--- src/rtl/alu_pkg.sv ---
// Shared definitions for the multicycle ALU: the FuncCode map the decoder relies on
// and the control FSM state encoding.
package alu_pkg;

  localparam logic [3:0] FC_ADD   = 4'd0;
  localparam logic [3:0] FC_SUB   = 4'd1;
  localparam logic [3:0] FC_PASSA = 4'd2;
  localparam logic [3:0] FC_NOT   = 4'd3;
  localparam logic [3:0] FC_AND   = 4'd4;
  localparam logic [3:0] FC_OR    = 4'd5;
  localparam logic [3:0] FC_NE    = 4'd6;
  localparam logic [3:0] FC_EQ    = 4'd7;
  localparam logic [3:0] FC_GTZ   = 4'd8;
  localparam logic [3:0] FC_LTZ   = 4'd9;
  localparam logic [3:0] FC_PASSB = 4'd10;
  localparam logic [3:0] FC_MUL   = 4'd11;
  localparam logic [3:0] FC_SHL   = 4'd12;
  localparam logic [3:0] FC_SHR   = 4'd13;
  localparam logic [3:0] FC_NEG   = 4'd14;
  localparam logic [3:0] FC_ZERO  = 4'd15;

  typedef enum logic [1:0] {
    IDLE = 2'd0,
    ITER = 2'd1,
    DONE = 2'd2
  } state_e;

  function automatic logic is_shift(input logic [3:0] fc);
    return (fc == FC_SHL) || (fc == FC_SHR);
  endfunction

endpackage

--- src/rtl/alu_multicycle_if.sv ---
// Operand/result bus of the multicycle ALU. The master is the issuing pipeline stage,
// the slave is the ALU.
interface alu_multicycle_if #(
  parameter int WIDTH = 16
);
  import alu_pkg::*;

  // Both sides use valid/ready: a transfer happens on a rising edge where valid and
  // ready are both high; once raised, out_valid and its payload stay put until taken.
  logic             in_valid;
  logic             in_ready;
  logic [WIDTH-1:0] A;
  logic [WIDTH-1:0] B;
  logic [3:0]       FuncCode;
  logic             out_valid;
  logic             out_ready;
  logic [WIDTH-1:0] C;
  logic             BCond;
  logic             Ov;
  logic             busy;
  state_e           dbg_state;

  modport master (
    output in_valid, A, B, FuncCode, out_ready,
    input  in_ready, out_valid, C, BCond, Ov, busy, dbg_state
  );

  modport slave (
    input  in_valid, A, B, FuncCode, out_ready,
    output in_ready, out_valid, C, BCond, Ov, busy, dbg_state
  );

endinterface

--- src/rtl/alu_iter_unit.sv ---
// Iteration engine for the multi-cycle ops: one-bit-per-cycle arithmetic shifts and
// a shift-add unsigned multiply. Outputs present the value after the current step.
module alu_iter_unit
  import alu_pkg::*;
#(
  parameter int WIDTH = 16,
  parameter int SHW   = $clog2(WIDTH)
) (
  input  logic             clk,
  input  logic             reset,
  input  logic             start_i,
  input  logic [3:0]       op_i,
  input  logic [WIDTH-1:0] a_i,
  input  logic [WIDTH-1:0] b_i,
  output logic             done_o,
  output logic [WIDTH-1:0] result_o,
  output logic             ov_o
);

  localparam int CW = SHW + 1;

  logic [WIDTH-1:0] hi_q, hi_d;
  logic [WIDTH-1:0] lo_q, lo_d;
  logic [WIDTH-1:0] mcand_q, mcand_d;
  logic [CW-1:0]    cnt_q, cnt_d;
  logic             ov_q, ov_d;
  logic [3:0]       op_q, op_d;
  logic [WIDTH-1:0] addend;
  logic [WIDTH:0]   sum;

  always_comb begin
    hi_d    = hi_q;
    lo_d    = lo_q;
    mcand_d = mcand_q;
    cnt_d   = cnt_q;
    ov_d    = ov_q;
    op_d    = op_q;
    addend  = lo_q[0] ? mcand_q : '0;
    sum     = {1'b0, hi_q} + {1'b0, addend};
    if (start_i) begin
      op_d    = op_i;
      ov_d    = 1'b0;
      hi_d    = '0;
      lo_d    = (op_i == FC_MUL) ? b_i : a_i;
      mcand_d = a_i;
      cnt_d   = (op_i == FC_MUL) ? CW'(WIDTH) : CW'(b_i[SHW-1:0]);
    end else if (cnt_q != '0) begin
      cnt_d = cnt_q - CW'(1);
      case (op_q)
        // Multiplier sits in lo and drains out the bottom as the product fills in.
        FC_MUL: {hi_d, lo_d} = {sum, lo_q[WIDTH-1:1]};
        FC_SHL: begin
          lo_d = {lo_q[WIDTH-2:0], 1'b0};
          ov_d = ov_q | (lo_q[WIDTH-1] ^ lo_q[WIDTH-2]);
        end
        default: lo_d = {lo_q[WIDTH-1], lo_q[WIDTH-1:1]};
      endcase
    end
  end

  always_ff @(posedge clk or posedge reset) begin
    if (reset) begin
      hi_q    <= '0;
      lo_q    <= '0;
      mcand_q <= '0;
      cnt_q   <= '0;
      ov_q    <= 1'b0;
      op_q    <= '0;
    end else begin
      hi_q    <= hi_d;
      lo_q    <= lo_d;
      mcand_q <= mcand_d;
      cnt_q   <= cnt_d;
      ov_q    <= ov_d;
      op_q    <= op_d;
    end
  end

  assign done_o   = (cnt_q == CW'(1));
  assign result_o = lo_d;
  assign ov_o     = (op_q == FC_MUL) ? (|hi_d) : ov_d;

endmodule

--- src/rtl/alu_multicycle.sv ---
// Registered EX-stage ALU with valid/ready handshake; single-cycle ops are computed
// here, shifts and multiply are delegated to alu_iter_unit.
module alu_multicycle
  import alu_pkg::*;
#(
  parameter int WIDTH = 16,
  parameter int SHW   = $clog2(WIDTH)
) (
  input logic             clk,
  input logic             reset,
  alu_multicycle_if.slave bus
);

  localparam logic [WIDTH-1:0] MIN_NEG = {1'b1, {(WIDTH-1){1'b0}}};

  state_e           state_q, state_d;
  logic [WIDTH-1:0] c_q, c_d;
  logic             bcond_q, bcond_d;
  logic             ov_q, ov_d;
  logic             in_ready;
  logic             accept;
  logic             goes_iter;
  logic             iter_start;
  logic             iter_done;
  logic [WIDTH-1:0] iter_result;
  logic             iter_ov;

  // Packs {C, BCond, Ov}.
  function automatic logic [WIDTH+1:0] single_op(input logic [3:0] fc,
                                                 input logic [WIDTH-1:0] a,
                                                 input logic [WIDTH-1:0] b);
    logic [WIDTH-1:0] c;
    logic             bc;
    logic             ov;
    c  = '0;
    bc = 1'b0;
    ov = 1'b0;
    case (fc)
      FC_ADD: begin
        c  = a + b;
        ov = (a[WIDTH-1] == b[WIDTH-1]) && (c[WIDTH-1] != a[WIDTH-1]);
      end
      FC_SUB: begin
        c  = a - b;
        ov = (a[WIDTH-1] != b[WIDTH-1]) && (c[WIDTH-1] != a[WIDTH-1]);
      end
      FC_PASSA:       c = a;
      FC_NOT:         c = ~a;
      FC_AND:         c = a & b;
      FC_OR:          c = a | b;
      FC_NE:          begin c = a; bc = (a != b); end
      FC_EQ:          begin c = a; bc = (a == b); end
      FC_GTZ:         begin c = a; bc = !a[WIDTH-1] && (a != '0); end
      FC_LTZ:         begin c = a; bc = a[WIDTH-1]; end
      FC_PASSB:       c = b;
      FC_SHL, FC_SHR: c = a;
      FC_NEG: begin
        c  = -a;
        ov = (a == MIN_NEG);
      end
      default: ;
    endcase
    return {c, bc, ov};
  endfunction

  assign in_ready  = (state_q == IDLE) || ((state_q == DONE) && bus.out_ready);
  assign accept    = bus.in_valid && in_ready;
  // Zero-distance shifts complete like a single-cycle op.
  assign goes_iter = (bus.FuncCode == FC_MUL) ||
                     (is_shift(bus.FuncCode) && (bus.B[SHW-1:0] != '0));

  always_comb begin
    state_d    = state_q;
    c_d        = c_q;
    bcond_d    = bcond_q;
    ov_d       = ov_q;
    iter_start = 1'b0;
    case (state_q)
      ITER: begin
        if (iter_done) begin
          state_d = DONE;
          c_d     = iter_result;
          bcond_d = 1'b0;
          ov_d    = iter_ov;
        end
      end
      IDLE, DONE: begin
        if (accept) begin
          if (goes_iter) begin
            state_d    = ITER;
            iter_start = 1'b1;
          end else begin
            state_d                = DONE;
            {c_d, bcond_d, ov_d}   = single_op(bus.FuncCode, bus.A, bus.B);
          end
        end else if ((state_q == DONE) && bus.out_ready) begin
          state_d = IDLE;
        end
      end
      default: state_d = IDLE;
    endcase
  end

  always_ff @(posedge clk or posedge reset) begin
    if (reset) begin
      state_q <= IDLE;
      c_q     <= '0;
      bcond_q <= 1'b0;
      ov_q    <= 1'b0;
    end else begin
      state_q <= state_d;
      c_q     <= c_d;
      bcond_q <= bcond_d;
      ov_q    <= ov_d;
    end
  end

  alu_iter_unit #(
    .WIDTH (WIDTH),
    .SHW   (SHW)
  ) u_iter (
    .clk      (clk),
    .reset    (reset),
    .start_i  (iter_start),
    .op_i     (bus.FuncCode),
    .a_i      (bus.A),
    .b_i      (bus.B),
    .done_o   (iter_done),
    .result_o (iter_result),
    .ov_o     (iter_ov)
  );

  assign bus.in_ready  = in_ready;
  assign bus.out_valid = (state_q == DONE);
  assign bus.busy      = (state_q == ITER);
  assign bus.C         = c_q;
  assign bus.BCond     = bcond_q;
  assign bus.Ov        = ov_q;
  assign bus.dbg_state = state_q;

endmodule

--- src/flat_wrapper.sv ---
// flat-port wrapper written by rule: the top's interface ports become plain ports
module alu_multicycle_flat import alu_pkg::*;
#(
  parameter int WIDTH = 16,
  parameter int SHW   = $clog2(WIDTH)
)
  (clk, reset, bus_in_valid, bus_A, bus_B, bus_FuncCode, bus_out_ready, bus_in_ready, bus_out_valid, bus_C, bus_BCond, bus_Ov, bus_busy, bus_dbg_state);
  alu_multicycle_if #(.WIDTH(WIDTH)) bus_i ();
  input logic clk;
  input logic reset;
  input wire logic [$bits(bus_i.in_valid)-1:0] bus_in_valid;
  input wire logic [$bits(bus_i.A)-1:0] bus_A;
  input wire logic [$bits(bus_i.B)-1:0] bus_B;
  input wire logic [$bits(bus_i.FuncCode)-1:0] bus_FuncCode;
  input wire logic [$bits(bus_i.out_ready)-1:0] bus_out_ready;
  output wire logic [$bits(bus_i.in_ready)-1:0] bus_in_ready;
  output wire logic [$bits(bus_i.out_valid)-1:0] bus_out_valid;
  output wire logic [$bits(bus_i.C)-1:0] bus_C;
  output wire logic [$bits(bus_i.BCond)-1:0] bus_BCond;
  output wire logic [$bits(bus_i.Ov)-1:0] bus_Ov;
  output wire logic [$bits(bus_i.busy)-1:0] bus_busy;
  output wire logic [$bits(bus_i.dbg_state)-1:0] bus_dbg_state;
  assign bus_i.in_valid = bus_in_valid;
  assign bus_i.A = bus_A;
  assign bus_i.B = bus_B;
  assign bus_i.FuncCode = bus_FuncCode;
  assign bus_i.out_ready = bus_out_ready;
  assign bus_in_ready = bus_i.in_ready;
  assign bus_out_valid = bus_i.out_valid;
  assign bus_C = bus_i.C;
  assign bus_BCond = bus_i.BCond;
  assign bus_Ov = bus_i.Ov;
  assign bus_busy = bus_i.busy;
  assign bus_dbg_state = bus_i.dbg_state;
  alu_multicycle #(.WIDTH(WIDTH), .SHW(SHW)) u_core (.clk(clk), .reset(reset), .bus(bus_i));
endmodule
--- config.mk ---
export PLATFORM = sky130hd
export DESIGN_NAME = alu_multicycle_flat
export DESIGN_NICKNAME = d
export VERILOG_FILES = /design/src/rtl/alu_pkg.sv /design/src/rtl/alu_multicycle_if.sv /design/src/rtl/alu_iter_unit.sv /design/src/rtl/alu_multicycle.sv /design/src/flat_wrapper.sv
export SDC_FILE = /design/constraint.sdc
export NUM_CORES = 1
export LEC_CHECK = 0
export BUFFER_PORTS_ARGS = -buffer_cell sky130_fd_sc_hd__buf_2
export CAP_MARGIN = 25
export CORE_MARGIN = 4
export CORE_UTILIZATION = 40
export DETAILED_ROUTE_END_ITERATION = 7
export RECOVER_POWER = 100
export SETUP_SLACK_MARGIN = 0.02
export SYNTH_ARGS = -nofsm -noshare
export SYNTH_HDL_FRONTEND = slang
export SYNTH_HIERARCHICAL = 1
export SYNTH_SLANG_ARGS = --single-unit
export TNS_END_PERCENT = 100
--- constraint.sdc ---
create_clock -name clk -period 8.7 [get_ports clk]
set_input_delay 1.305 -clock clk [delete_from_list [all_inputs] [get_ports clk]]
set_output_delay 1.305 -clock clk [all_outputs]
set_load 0.02 [all_outputs]
# Word-level counts from Yosys, hierarchy flattened
# Index checks and enable logic that the tools add are counted.
# word_totals
inputBits	40
reg_bits	78
output_inout_bits	23
# classes
muxes	38
bitwise	5
reduce_logical	22
eq_ne	30
n_addsub	5
# ops
operator	n
$mux W16	10
$pmux W16 S8	1
$pmux W16 S2	2
$eq A4 B4 Y1 const B	9
$add A16 B16 Y17	1
$add A16 B16 Y16	1
$and A16 B16 Y16	1
$eq A16 B16 Y1	1
$eq A16 B16 Y1 const B	1
$eq A4 B3 Y1 const B	4
$ne A16 B16 Y1	1
$neg A16 Y16	1
$not A16 Y16	1
$or A16 B16 Y16	1
$reduce_bool A16 Y1	1
$reduce_or A16 Y1	1
$sub A16 B16 Y16	1
$mux W5	3
$mux W1	13
$eq A4 B2 Y1 const B	2
$mux W2	4
$reduce_or A7 Y1	1
$logic_and A1 B1 Y1	6
$eq A5 B1 Y1 const B	1
25 further kinds	32

# Logic depth before layout (Yosys ltp)
# depth
ltp_word	12
mapped_depth	16

# Modules after synthesis
# Netlist, hierarchy kept.
# by_module_without_submodules
module	instances	cells_each	area_each_um2	seq_area_each_um2
alu_multicycle	1	642	4609.4	500.5
alu_iter_unit	1	419	3851.2	1451.4

# Worst setup path before layout
# No wires, ideal clock.
# synth_path
kind	input-to-reg
startpoint	input port bus_FuncCode[3]
endpoint	register u_core.c_q[15] (netlist: u_core/bus.C[15])
t_required_ns	8.574
arrival_time_ns	4.954
setup_ns	0.126
stages	15
slack_ns	3.620
path_cell_list	buf_2 -> buf_2 -> buf_2 -> buf_1 -> and4_1 -> clkbuf_1 -> buf_1 -> clkbuf_1 -> clkbuf_1 -> a21oi_1 -> a222oi_1 -> o211ai_1 -> or4_1 -> a211oi_1 -> a21oi_1
# synth_via
elab_chain_cells	10
word_cells_on_any_way	31
cone_classes	eq/ne (15); mux (10); reduce/logical (6)
# synth_lines
item	line_no	source
from (decl)	flat_wrapper.sv:14	input wire logic [$bits(bus_i.FuncCode)-1:0] bus_FuncCode;
$eq A4 B4 Y1	alu_pkg.sv:29	return (fc == FC_SHL) || (fc == FC_SHR);
$logic_or A1 B1 Y1	alu_pkg.sv:29	
$logic_and A1 B1 Y1	alu_multicycle.sv:70	(is_shift(bus.FuncCode) && (bus.B[SHW-1:0] != '0));
$logic_or A1 B1 Y1 *	alu_multicycle.sv:69	assign goes_iter = (bus.FuncCode == FC_MUL) ||
$mux W1 *	alu_multicycle.sv:89	if (goes_iter) begin
$mux W1 *	alu_multicycle.sv:88	if (accept) begin
$mux W1 *	alu_multicycle.sv:78	case (state_q)
named net u_core.iter_start	alu_multicycle.sv:23	logic iter_start;
$mux W16 *	alu_iter_unit.sv:40	if (start_i) begin
named net u_core.iter_result[15]	alu_multicycle.sv:25	logic [WIDTH-1:0] iter_result;
$mux W16 *	alu_multicycle.sv:80	if (iter_done) begin
$pmux W16 S2 *	alu_multicycle.sv:78	
to (signal assigned)	alu_multicycle.sv:107	c_q <= '0;
to (signal assigned)	alu_multicycle.sv:112	c_q <= c_d;
to (decl)	alu_multicycle.sv:17	logic [WIDTH-1:0] c_q, c_d;
# The timed path passes the listed nets; every way through them passes the cells marked *. The select of a mux whose other input is x is not followed.
# A chain may end at the register's enable or synchronous reset.

# Worst setup path after layout
# Ends and elaborated chain as after synthesis.

==> results.ini <==
[logic_synthesis]
synth.distinct_cells=87
synth_edf_count=0
synth_top_family_by_area=compound AO/OA/AOI/OAI gates
seq_area_frac_synth_pct=23.1
synthArstFlopShare_pct=100
avgSynthCellArea_um2=7.97
ys_warn_count=6
syn_area_um2=8460
synth_compound_area_share_pct=25.9
synth-xor-area-share_pct=3.52
muxShareOfSynthArea_pct=7.57
synth-main-ff-cell=dfrtp_1
synthCells=1061
ys_ff_latch=78
synthAdderAreaFrac_pct=11.5
synth_simple_gate_area_share_pct=21.9
synth_nets=1177

[sta]
setup_viol=0
tightest_slew_ps=3350
finalHoldViolCount=0
setup_tns_ps=0
min_period_ps=5880
rsz0062_at_grt=no
skew_ps=8.31
fin_hold_ws_ps=482
max_slew_margin_pct=-123
post-route-period-util_pct=67.6
report.final.slew_viol_count=135
max_freq_mhz=170

[global_routing]
overflow=0
antenna_found_initial=0
grt_start_max_net_pins=59
grt_pass1_vias=7748
track_usage_pct=23.9
grt_pass1_wl_um=44900

[critical_path]
critPathCaptureType=flip-flop
crit_start=bus_FuncCode[3]
reg2reg_from=u_core/bus.dbg_state[0]
worst_setup_path_start_kind=input pin
worstPathArrival_ps=6110
path_max_fanout=55
r2r_cells=10
path_class=in -> reg
critical_path_required_ps=8930

[clocking]
cts_tree=yes
postCtsSetupBuffers=0
numCtsBuffers=9
path_clk_slew_ps=60
cts_buffer_depth=2
clock_latency_ps=350
clock-root-buffer=clkbuf_16
hold_buffers=0
cts.sinks=78
htreeDepth=3
ctsResizeCount=0

[layout]
fin_cells=1345
nets=1188
drive_above_1_share_pct=9.95
antenna_cells=0
area_delta_synth_final_pct=7.72

[floorplanning]
die_y_um=153
die_area_um2=23500
rows=52
start_util_pct=41.3
io_pins=63
coreArea_um2=20500
die_x_um=153

[drt]
dr.pass1.iters=6
met3_length_um=2560
vias_per_cell=6.24
remaining_drc_errors=0
ant_nets=0
wl_um=29400
wl_met2_um=13200
detail_route.wl_per_cell_um=21.8
drt_iter0_markers=935
met1_length_um=12900
routed.top_layer=met4
vias=8390

[worst_hold_path]
hold_depth=2
min_path_type=reg -> reg
min_from=u_core/u_iter/ov_q

[placement]
placed_cells=1331
gp_congestion=0.904
hpwl_um=21400
port_buffers=62

[status]
violations=max-capacitance violations, max-slew violations
status=finished, violations left

[run]
cap_violations=3

[pwr]
p_leak_nw=3.91
max-vdd-ir-drop_uv=127
p_per_area_nw_per_um2=235

[worst max-delay path: stages]
cell and delay (ps):
clkbuf_1 1270, and4_1 1250, buf_4 640, a21oi_1 190
a222oi_1 400, o211ai_1 160, or4_1 530, a211oi_1 200
a21oi_1 100
[per-stage QoR]
step | instance area [um2] | total power [W] | util [%] | worst slack [ps]
finish | 9110 | 0.00214 | 44.5 | 2820
global route | 9110 | 0.00229 | 44.5 | 2650
CTS | 9180 | 0.00215 | 44.8 | 3640
detailed placement | 8910 | 0.00178 | 43.5 | 3270
global placement | 8880 | 0.00177 | 43.3 | 3410
floorplan | 8460 | 0.00146 | - | 3620
[per-layer routing]
| metal | vias to the layer above | track usage [%] |
|---|---|---|
| met3 | 46 | 4.50 |
| met2 | 410 | 37.5 |
| met1 | 4022 | 33.4 |
| li1 | 3912 | - |
| met4 | 0 | 7.53 |
| met5 | - | 0 |
[power breakdown]
part           switching (W)  total [W]  internal [W]
combinational       0.000686    0.00112      0.000435
sequential          0.000136   0.000658      0.000522
clock               0.000147   0.000360      0.000213
[registers in the layout, indices dropped and copies added (netlist names)]
name / count
u_core/bus.BCond: 1
u_core/bus.C: 16
u_core/bus.Ov: 1
u_core/bus.dbg_state: 2
u_core/u_iter/cnt_q: 5
u_core/u_iter/hi_q: 16
u_core/u_iter/lo_q: 16
u_core/u_iter/mcand_q: 16
u_core/u_iter/op_q: 4
u_core/u_iter/ov_q: 1
[path summary, 6_finish.rpt]
path | end | slack (ps)
setup / recovery | u_core/bus.C[15] | 2820
max in group asynchronous | u_core/u_iter/lo_q[14] | 4560
hold reg to reg | u_core/u_iter/ov_q | 480
setup reg to reg | u_core/bus.C[15] | 3560
hold / removal | u_core/u_iter/ov_q | 480
min in group asynchronous | u_core/bus.C[0] | 830
[final cells by class]
cell class                 instances  area, um2
clock buffer                      13        270
clock inverter                     1       5.00
fill                            2125      11400
inverter                          59        221
multi-input combinational        849       5960
sequential                        78       1950
tap                              270        338
timing repair buffer              75        365
[Yosys cell counts, types with 6 or more instances]
cell	number	area share, %
xor2_1	9	0.93
a31oi_1	15	1.1
and2_1	23	1.7
nor3_1	33	2.0
a211oi_1	30	2.7
mux2i_1	37	4.4
dfrtp_1	78	23
nor2_1	90	4.0
ha_1	73	11
o211ai_1	13	1.2
buf_1	7	0.31
nand2_1	80	3.5
buf_2	27	1.6
or4_1	6	0.53
a221oi_1	8	0.83
nor4_1	9	0.67
inv_1	59	2.6
nand4_1	6	0.44
a21oi_1	99	5.9
o21ai_0	51	3.0
a21o_1	12	1.1
xnor2_1	25	2.6
nand4b_1	6	0.62
mux2_2	24	3.2
nand2b_1	16	1.2
or3_1	9	0.67
o22ai_1	13	0.96
o31ai_1	7	0.62
nand3_1	17	1.0
nor2b_1	14	1.0
clkbuf_1	39	1.7
[cell families after synthesis]
logic type,count (synthesis)
buf+inv,134
flops,78
mux,61
xor+xnor,34
compound gates,330
fa+ha+maj,76
simple gates,348
[placed cells by master (no fill, tap or decap), types with 16 or more instances in the layout]
cell type  instances
clkbuf_1          29
mux2_2            24
a211oi_1          30
mux2i_1           37
o21ai_0           51
xnor2_1           25
nor3_1            32
inv_1             58
nand2_1           80
ha_1              73
a21oi_1           99
buf_2             37
nand2b_1          16
and2_1            22
nand3_1           17
dfrtp_1           78
nor2_1            90
Note: power is estimated with default switching activity, not from simulation.
